--- src/rtl/uart_fifo_ctrl.sv ---
`default_nettype none
// =============================================================================
// Module      : uart_fifo_ctrl
// Description : TX/RX byte FIFOs between the MMIO UART registers and the UART
//               TX/RX cores, with a registered TX output stage.
// Revision    : 1.0  initial release
// =============================================================================
module uart_fifo_ctrl #(
    parameter  int DEPTH  = 8,
    parameter  int DWIDTH = 8,
    localparam int CWIDTH = $clog2(DEPTH) + 1
) (
    input  logic              clk,
    input  logic              rst_n,
    input  logic              tx_wr_en_in,
    input  logic [DWIDTH-1:0] tx_data_in,
    input  logic              rx_rd_en_in,
    input  logic              err_clr_in,
    output logic [DWIDTH-1:0] rx_data_out,
    output logic              tx_full_out,
    output logic              rx_empty_out,
    output logic [CWIDTH-1:0] tx_count_out,
    output logic [CWIDTH-1:0] rx_count_out,
    output logic              tx_drop_out,
    output logic              rx_stall_out,
    output logic [DWIDTH-1:0] uart_tx_data_out,
    output logic              uart_tx_valid_out,
    input  logic              uart_tx_ready_in,
    input  logic [DWIDTH-1:0] uart_rx_data_in,
    input  logic              uart_rx_valid_in,
    output logic              uart_rx_ready_out
);

    localparam int                AW       = $clog2(DEPTH);
    localparam logic [CWIDTH-1:0] C_FULL   = CWIDTH'(DEPTH);
    localparam logic [CWIDTH-1:0] C_CNT1   = CWIDTH'(1);
    localparam logic [AW-1:0]     C_PTR1   = AW'(1);

    localparam logic [0:0] TX_IDLE = 1'b0;
    localparam logic [0:0] TX_SEND = 1'b1;

    // ------------------------------------------------------------------ TX FIFO
    logic [DWIDTH-1:0] r_tx_mem [DEPTH];
    logic [AW-1:0]     r_tx_wptr;
    logic [AW-1:0]     r_tx_rptr;
    logic [CWIDTH-1:0] r_tx_count;
    logic              w_tx_full;
    logic              w_tx_push;
    logic              w_tx_pop;
    logic              w_tx_done;
    logic              w_tx_avail;

    assign w_tx_full  = (r_tx_count == C_FULL);
    assign w_tx_avail = (r_tx_count != '0);
    assign w_tx_push  = tx_wr_en_in & ~w_tx_full;

    always_ff @(posedge clk) begin
        if (w_tx_push) begin
            r_tx_mem[r_tx_wptr] <= tx_data_in;
        end
    end

    always_ff @(posedge clk or negedge rst_n) begin
        if (!rst_n) begin
            r_tx_wptr  <= '0;
            r_tx_rptr  <= '0;
            r_tx_count <= '0;
        end else begin
            if (w_tx_push) r_tx_wptr <= r_tx_wptr + C_PTR1;
            if (w_tx_pop)  r_tx_rptr <= r_tx_rptr + C_PTR1;
            if (w_tx_push && !w_tx_pop)      r_tx_count <= r_tx_count + C_CNT1;
            else if (w_tx_pop && !w_tx_push) r_tx_count <= r_tx_count - C_CNT1;
        end
    end

    // ------------------------------------------------------------------ TX FSM
    logic [0:0]        r_tx_state;
    logic [0:0]        w_tx_next;
    logic [DWIDTH-1:0] r_tx_data;
    logic              r_tx_valid;

    always_ff @(posedge clk or negedge rst_n) begin
        if (!rst_n) r_tx_state <= TX_IDLE;
        else        r_tx_state <= w_tx_next;
    end

    always_comb begin
        w_tx_next = r_tx_state;
        case (r_tx_state)
            TX_IDLE: if (w_tx_avail) w_tx_next = TX_SEND;
            TX_SEND: if (uart_tx_ready_in && !w_tx_avail) w_tx_next = TX_IDLE;
            default: w_tx_next = TX_IDLE;
        endcase
    end

    // A handshake with more data queued reloads the output on the same edge.
    always_comb begin
        w_tx_pop  = 1'b0;
        w_tx_done = 1'b0;
        case (r_tx_state)
            TX_IDLE: w_tx_pop = w_tx_avail;
            TX_SEND: begin
                if (uart_tx_ready_in) begin
                    w_tx_pop  = w_tx_avail;
                    w_tx_done = ~w_tx_avail;
                end
            end
            default: begin
                w_tx_pop  = 1'b0;
                w_tx_done = 1'b0;
            end
        endcase
    end

    always_ff @(posedge clk or negedge rst_n) begin
        if (!rst_n) begin
            r_tx_data  <= '0;
            r_tx_valid <= 1'b0;
        end else if (w_tx_pop) begin
            r_tx_data  <= r_tx_mem[r_tx_rptr];
            r_tx_valid <= 1'b1;
        end else if (w_tx_done) begin
            r_tx_valid <= 1'b0;
        end
    end

    // ------------------------------------------------------------------ RX FIFO
    logic [DWIDTH-1:0] r_rx_mem [DEPTH];
    logic [AW-1:0]     r_rx_wptr;
    logic [AW-1:0]     r_rx_rptr;
    logic [CWIDTH-1:0] r_rx_count;
    logic              w_rx_full;
    logic              w_rx_empty;
    logic              w_rx_push;
    logic              w_rx_pop;

    assign w_rx_full  = (r_rx_count == C_FULL);
    assign w_rx_empty = (r_rx_count == '0);
    assign w_rx_push  = uart_rx_valid_in & ~w_rx_full;
    assign w_rx_pop   = rx_rd_en_in & ~w_rx_empty;

    always_ff @(posedge clk) begin
        if (w_rx_push) begin
            r_rx_mem[r_rx_wptr] <= uart_rx_data_in;
        end
    end

    always_ff @(posedge clk or negedge rst_n) begin
        if (!rst_n) begin
            r_rx_wptr  <= '0;
            r_rx_rptr  <= '0;
            r_rx_count <= '0;
        end else begin
            if (w_rx_push) r_rx_wptr <= r_rx_wptr + C_PTR1;
            if (w_rx_pop)  r_rx_rptr <= r_rx_rptr + C_PTR1;
            if (w_rx_push && !w_rx_pop)      r_rx_count <= r_rx_count + C_CNT1;
            else if (w_rx_pop && !w_rx_push) r_rx_count <= r_rx_count - C_CNT1;
        end
    end

    // ------------------------------------------------------------ sticky errors
    logic r_tx_drop;
    logic r_rx_stall;

    always_ff @(posedge clk or negedge rst_n) begin
        if (!rst_n) begin
            r_tx_drop  <= 1'b0;
            r_rx_stall <= 1'b0;
        end else begin
            if (tx_wr_en_in && w_tx_full)     r_tx_drop <= 1'b1;
            else if (err_clr_in)              r_tx_drop <= 1'b0;
            if (uart_rx_valid_in && w_rx_full) r_rx_stall <= 1'b1;
            else if (err_clr_in)               r_rx_stall <= 1'b0;
        end
    end

    // ------------------------------------------------------------------ outputs
    assign rx_data_out       = w_rx_empty ? '0 : r_rx_mem[r_rx_rptr];
    assign tx_full_out       = w_tx_full;
    assign rx_empty_out      = w_rx_empty;
    assign tx_count_out      = r_tx_count;
    assign rx_count_out      = r_rx_count;
    assign tx_drop_out       = r_tx_drop;
    assign rx_stall_out      = r_rx_stall;
    assign uart_tx_data_out  = r_tx_data;
    assign uart_tx_valid_out = r_tx_valid;
    assign uart_rx_ready_out = ~w_rx_full;

endmodule
`default_nettype wire
--- config.mk ---
export PLATFORM = sky130hd
export DESIGN_NAME = uart_fifo_ctrl
export DESIGN_NICKNAME = d
export VERILOG_FILES = /design/src/rtl/uart_fifo_ctrl.sv
export SDC_FILE = /design/constraint.sdc
export NUM_CORES = 1
export LEC_CHECK = 0
export BUFFER_PORTS_ARGS = -buffer_cell sky130_fd_sc_hd__buf_2
export CORE_ASPECT_RATIO = 0.7
export CORE_MARGIN = 2
export CORE_UTILIZATION = 55
export DETAILED_ROUTE_END_ITERATION = 16
export PLACE_DENSITY = 0.86
export SYNTH_ARGS = -nofsm -noshare
export SYNTH_HDL_FRONTEND = slang
export SYNTH_SLANG_ARGS = --single-unit
--- constraint.sdc ---
create_clock -name clk -period 3.6 [get_ports clk]
set_input_delay 0.18 -clock clk [delete_from_list [all_inputs] [get_ports clk]]
set_output_delay 0.18 -clock clk [all_outputs]
set_load 0.005 [all_outputs]
==> metrics.md, run 1 <==
| Metric | Value |
|---|---|
| IO Port Bufs | between 50 and 60 |
| Critical-path maximum fanout | 7 |
| Avg Vias per Cell | roughly 5.7 |
| Clk slew on worst S/H paths | 0.06 ns |
| Endpoints failing setup | 0 |
| Leading area contributor after synthesis | edfxtp_1 |
| Top cells by area, synth | edfxtp_1, dfrtp_1, mux2i_1 |
| Fraction of registers with async set/reset | 20.0% |
| Setup TNS | 0 ns |
| Synth unique cells | 37 |
| Via Count | ~3600 |
| GR peak layer | met2 |
| Total Wirelength | about 12000 um |
| Post CTS Setup Buffer Count | 0 |
| Site Rows | 33 |
| Area growth, synth to finish | 15.8% |
| Inst Count DP | 602 |
| Critical Path AT | between 3 and 4 ns |
| IO Pins | between 50 and 60 |
| Yosys Warn Count | 0 |
| GR Util All Layers | a little over a fifth |
| Post-synthesis cell count | 397 |
| Die H | between 90 and 100 um |
| Number of buffers created by CTS | 17 |
| Hold Path Cell Cnt | 1 |
| Largest net degree at the start of global routing | 33 |
| Most frequent cell after synthesis | edfxtp_1 |
| Post-layout power | ~6.4 mW |
| Required time worst endpoint | approximately 3.9 ns |
| Vias in the first global route | between 3000 and 4000 |
| Number of maximum-capacitance violations | 0 |
| Unrepaired setup endpoints after global routing | false |
| Power per Cell Area | 832 nW/um^2 |
| First-pass GRT wire length | a little under 20000 um |
| WL/cell | about 20 um |
| Horiz. Die Dim | about 130 um |
| Antenna diodes | 0 |
| DRT Pass-1 Iters | 5 |
| Layout Nets | between 500 and 600 |
| Slew HR | 35.2% |
| Crit Path Class | register to register |
| Fmax | around 340 MHz |
| Setup crit end kind | register |
| Area fraction of the dominant cell type after synthesis | 58.2% |
| Final ANT Viol Nets | 0 |
| Initial DRC Count | 339 |
| Top_reg_cell synth | edfxtp_1 |
| Number of synthesized register bits | 160 |
| # hold bufs at CTS | 3 |
| Post-DP HPWL | slightly above 8000 um |
| Initial Util | 56.3% |
| Depth of the worst register-to-register path | 9 |
| Placer Congestion | ~0.87 |
| DRC | 0 |
| Syn Std Cell Area | 6610 sq um |
| Cell Count, Final, Fillers Out | ~640 |
| Global route overflow | 0 |
| Number of H-tree levels | 4 |
| Number of synthesized flops with an enable pin | between 100 and 150 |
| Final min period | 2.92 ns |
| CTS Root Cell | clkbuf_16 |
| GR Util met1 | between 20% and 30% |
| Fin crit share | about four fifths |
| Cts repair resizes | 0 |
| LEAKAGE | just under 3 nW |
| Status | finished, final reports clean |
| Placeable Area | about 12000 sq um |
| Final hold violation count | 0 |
| Clock Path Buffers | 2 |
| Peak supply drop | approximately 0.50 mV |
| Top post-synthesis cells by count | edfxtp_1, mux2i_1, dfrtp_1, nand2_1, inv_1 |
| Sequential cell area fraction in the yosys report | a little over two thirds |
| Global Route met2 Usage | approximately 33% |
| Avg Inst Size Synth | roughly 17 sq um |
| Die Area | around 13000 sq um |
| Met3 usage | under 10% |
| Slew Limit Fails | 0 |
| Clk_skew | roughly 0.007 ns |
| Layout cell share with drive strength beyond 1 | between 20% and 30% |
| Initial antenna violation count | 0 |
| Worst Hold Class | input port to register |
| Critical Path Start Type | register |
| CTS tree | built |
| Worst Tran Pin Value | 0.971 ns |
| Syn Nets | 432 |
| TritonCTS Sinks | 160 |
| Worst skew pair latency | approximately 0.42 ns |
==> cells in the final DEF (no fill, tap or decap), types with 2 or more instances in the layout <==
cell,Yosys,layout
edfxtp_1,128,128
buf_2,4,52
mux2i_1,42,42
dfrtp_1,32,32
nand2_1,19,19
inv_1,17,17
clkbuf_16,0,17
o21ai_0,16,16
a22oi_1,16,16
nor2_1,15,15
nor3_1,14,14
buf_4,6,14
xnor2_1,10,10
ha_1,10,10
mux4_2,9,9
nand3_1,8,8
clkinvlp_4,0,8
mux4_1,7,7
nand2b_1,6,6
nor4_1,4,3
a21oi_1,3,3
mux2_2,3,3
inv_6,0,3
dlygate4sd3_1,0,3
xor2_1,2,2
nor2b_1,2,2
mux2_4,2,2
a21o_1,2,2
a2111oi_0,2,2
o31ai_1,2,2
fa_1,2,2
clkinv_4,0,2
==> metrics by stage <==
| stage | hold WS [ns] | worst slack [ns] | utilization (%) | cell area (sq um) |
|---|---|---|---|---|
| after floorplan | -0.116 | 1.08 | - | 6610 |
| after global placement | 0.299 | 0.970 | 60.2 | 7060 |
| after detailed placement | 0.294 | 0.726 | 60.2 | 7060 |
| after CTS | 0.0116 | 0.707 | 65.2 | 7650 |
| after global routing | 0.0244 | 0.417 | 65.2 | 7650 |
| final | 0.0263 | 0.676 | 65.2 | 7650 |
==> final cells by class <==
cell class | instances | area [sq um]
multi-input combinational | 201 | 1780
timing repair buffer | 69 | 395
clock inverter | 14 | 134
inverter | 18 | 67.6
sequential | 160 | 4640
tap | 157 | 196
fill | 782 | 4080
clock buffer | 18 | 429
==> worst paths after layout <==
path / to / slack, ns / start
max in group asynchronous: r_rx_wptr[0] / 2.73 / rst_n
min in group asynchronous: uart_tx_data_out[5] / 0.37 / rst_n
hold / removal: r_tx_mem[5][2] / 0.03 / tx_data_in[2]
setup reg to reg: tx_count_out[3] / 0.68 / tx_count_out[1]
hold reg to reg: uart_tx_valid_out / 0.50 / uart_tx_valid_out
setup / recovery: tx_count_out[3] / 0.68 / tx_count_out[1]
==> flip-flops by register name (all words and copies together), names as in the netlist <==
name and flops:
r_rx_mem 64, r_tx_mem 64, uart_tx_data_out 8, rx_count_out 4, tx_count_out 4, r_rx_rptr 3
r_rx_wptr 3, r_tx_rptr 3, r_tx_wptr 3, r_tx_state 1, rx_stall_out 1, tx_drop_out 1
uart_tx_valid_out 1
==> cell families (layout without fill, tap and decap cells) <==
| family | Yosys count | in the layout | synth area share (%) |
|---|---|---|---|
| mux | 63 | 63 | 13.2 |
| flops | 160 | 160 | 70.3 |
| compound gates | 41 | 41 | 3.98 |
| xor+xnor | 12 | 12 | 1.59 |
| fa+ha+maj | 12 | 12 | 2.50 |
| simple gates | 73 | 73 | 5.63 |
| buf+inv | 36 | 119 | 2.82 |
==> report_power, final <==
group	leakage, nW	switching [mW]	internal, mW	total (mW)
clock	0.248	0.715	0.957	1.67
combinational	1.10	0.942	0.937	1.88
sequential	1.54	0.410	2.40	2.81
==> critical path, cell delays in order (launching register included) <==
cell,delay (ns)
dfrtp_1,0.48
nor4b_4,0.36
nand2b_1,0.31
inv_1,0.14
ha_1,0.26
inv_1,0.16
ha_1,0.26
a21o_1,0.21
a2111oi_0,0.47
o31ai_1,0.15
==> layer usage <==
metal / vias to the layer above / part of all wire (%)
li1: 1662 / -
met1: 1798 / 43
met5: - / 0
met2: 145 / 49
met3: 15 / 6.4
met4: 0 / 1.3
(Power assumes the default switching activity.)
==> inputs of run 2 (changes only) <==
Clock period 3.6 ns to 2.75 ns, I/O delays scaled along.
==> run 2 against run 1 <==
Compared with the run above:
- utilization rose by 1.9 points
- setup slack worse by 0.56 ns
- wire length increased by 7.8%
- clock-buffer cell count is 3 higher
- clock power rose by 39%
- sequential cell count is the same
- via count rose by 4.0%
- clock skew grew 0.0087 ns
- hold slack got worse by 0.021 ns
- die area stayed put
- maximum frequency up 11%
- critical path type unchanged
==> metrics.md, run 2 (synthesized netlist as in run 1, its figures left out) <==
| Metric | Value |
|---|---|
| Via Count | 3764 (was 3620) |
| Commonest non-fill, non-tap cells in the layout | edfxtp_1, buf_2, mux2i_1 (unchanged) |
| Critical Path Start Type | register (unchanged) |
| Crit path largest cell delay | 0.48 ns (about the same) |
| Antenna diodes | 0 (unchanged) |
| Post-DP HPWL | 8090 um (was 8100 um) |
| Site Rows | 33 (unchanged) |
| Placer Congestion | 0.800 (was 0.870) |
| Slew HR | 45.5% (was 35.2%) |
| Fin crit share | 95.9% (was 81.2%) |
| FF-to-FF Start | rx_count_out[0] (was tx_count_out[1]) |
| Number of H-tree levels | 4 (unchanged) |
| WL/cell | 20.5 um (was 19.5 um) |
| Crit-path cells | nor4b_4, inv_1, nand2_2, inv_2, ha_2, inv_2, ha_1, a21o_1, a21oi_2, mux2i_1, o31ai_1 (was nor4b_4, nand2b_1, inv_1, ha_1, inv_1, ha_1, a21o_1, a2111oi_0, o31ai_1) |
| Most common cell after layout, fill and taps aside | edfxtp_1 (unchanged) |
| Critical Path AT | 2.91 ns (was 3.20 ns) |
| Power per Cell Area | 1100 nW/um^2 (was 832 nW/um^2) |
| GR Util All Layers | 21.6% (was 20.9%) |
| Peak supply drop | 0.654 mV (was 0.501 mV) |
| CP max-delay cell | dfrtp_2 (was dfrtp_1) |
| Die Area | 12900 sq um (unchanged) |
| Number of buffers created by CTS | 17 (unchanged) |
| IO Port Bufs | 52 (unchanged) |
| Vias in the first global route | 3786 (was 3603) |
| Clk slew on worst S/H paths | 0.06 ns (about the same) |
| Initial antenna violation count | 0 (unchanged) |
| CP dominant cell by count | inv_2 |
| DP Worst Slack | -0.0122 ns (was 0.726 ns) |
| Number of maximum-capacitance violations | 0 (unchanged) |
| Global route overflow | 0 (unchanged) |
| Slew Limit Fails | 0 (unchanged) |
| Final min period | 2.64 ns (was 2.92 ns) |
| Die H | 95.7 um (unchanged) |
| CTS tree | built (unchanged) |
| Worst hold slack | 0.00561 ns (was 0.0263 ns) |
| Critical-path maximum fanout | 5 (was 7) |
| Crit Path Class | register to register (unchanged) |
| Horiz. Die Dim | 135 um (unchanged) |
| Placed cell area | 7110 sq um (was 7060 sq um) |
| Initial DRC Count | 352 (was 339) |
| Largest net degree at the start of global routing | 35 (was 33) |
| Status | finished, final reports clean (unchanged) |
| Critical hold path startpoint | uart_rx_data_in[2] (was tx_data_in[2]) |
| Endpoints failing setup | 0 (unchanged) |
| Initial Util | 56.3% (unchanged) |
| Worst skew pair latency | 0.41 ns (was 0.42 ns) |
| Final hold violation count | 0 (unchanged) |
| IO Pins | 53 (unchanged) |
| Area growth, synth to finish | 19.1% (was 15.8%) |
| Clk_skew | 0.0159 ns (was 0.00717 ns) |
| Worst Hold Class | input port to register (unchanged) |
| TritonCTS Sinks | 160 (unchanged) |
| Layout Nets | 520 (was 502) |
| Fmax | 379 MHz (was 342 MHz) |
| Worst Tran Pin Value | 0.816 ns (was 0.971 ns) |
| Crit. Startpoint | rx_count_out[0] (was tx_count_out[1]) |
| Clock Path Buffers | 2 (unchanged) |
| Total Wirelength | 13400 um (was 12400 um) |
| DRC | 0 (unchanged) |
| Layout cell share with drive strength beyond 1 | 25.5% (was 24.2%) |
| LEAKAGE | 3.01 nW (was 2.89 nW) |
| Placeable Area | 11700 sq um (unchanged) |
| DRT Pass-1 Iters | 5 (unchanged) |
| Setup slack after layout | 0.114 ns (was 0.676 ns) |
| Avg Vias per Cell | 5.75 (was 5.68) |
| Final ANT Viol Nets | 0 (unchanged) |
| Setup crit end kind | register (unchanged) |
| First-pass GRT wire length | 20200 um (was 19400 um) |
| Final Cell Area | 7870 sq um (was 7650 sq um) |
| CTS Root Cell | clkbuf_16 (unchanged) |
| Required time worst endpoint | 3.03 ns (was 3.88 ns) |
==> run 2: cell count changes in the layout (fill, tap and decap cells not counted), moves of 3 or more <==
cell / previous run / this run
dlygate4sd3_1: 3 / 11
clkbuf_1: 1 / 4
buf_4: 14 / 24
clkinvlp_4: 8 / 2
==> run 2: final cells by class <==
cell class	count	area, sq um
Timing Repair Buffer	87	551
Fill cell	722	3860
Multi-Input combinational cell	201	1820
Clock inverter	11	140
Clock buffer	21	440
Inverter	18	67.6
Sequential cell	160	4650
Tap cell	157	196
==> run 2: critical path: cells and delay by family, from the launching register on <==
kind,cells,cell delay (ns)
adder cells (fa/ha/maj),2,0.49
AO/OA/AOI/OAI,3,0.51
multiplexers,1,0.23
flip-flops,1,0.48
AND/OR/NAND/NOR,2,0.48
buffers and inverters,3,0.33
==> run 2: timing repair <==
action | CTS | global route
hold buffers | 11 | 0
gates cloned | 0 | 0
pin swaps | 0 | 2
buffers inserted | 0 | 3
gates resized for setup | 5 | 5
setup endpoints to repair | 1 | 1
endpoints found under the hold margin | 84 | 0
==> run 2: where the power goes <==
part / internal, mW / switching [mW] / leakage [nW] / total (mW)
clock: 1.42 / 0.894 / 0.277 / 2.32
sequential: 3.15 / 0.448 / 1.54 / 3.59
combinational: 1.31 / 1.42 / 1.19 / 2.73
==> run 2: stage by stage <==
stage	TNS [ns]	instances	total power, mW	util [%]
after floorplan	0	397	5.35	-
after global placement	0	609	6.03	60.6
after detailed placement	-0.0122	609	6.16	60.6
after CTS	0	652	8.53	66.7
final	0	655	8.64	67.1
after global routing	-0.0421	655	9.07	67.1
==> run 2: worst paths after layout <==
path,to,slack (ns),cells past startpoint
worst max-delay path,rx_count_out[3],0.11,11
worst min-delay path,r_rx_mem[3][2],0.006,1
worst max register to register,rx_count_out[3],0.11,11
worst min register to register,uart_tx_valid_out,0.52,2
max in group asynchronous,rx_count_out[0],1.84,2
min in group asynchronous,uart_tx_data_out[5],0.34,2
==> run 2: per-layer routing <==
metal / vias up / GRT usage [%] / wire length [um] / share of wire (%)
met5: - / 0 / 0 / 0
met4: 0 / 7.99 / 227 / 1.7
met3: 19 / 5.11 / 878 / 6.6
met2: 166 / 34.3 / 6570 / 49
met1: 1871 / 29.8 / 5730 / 43
li1: 1708 / - / - / -
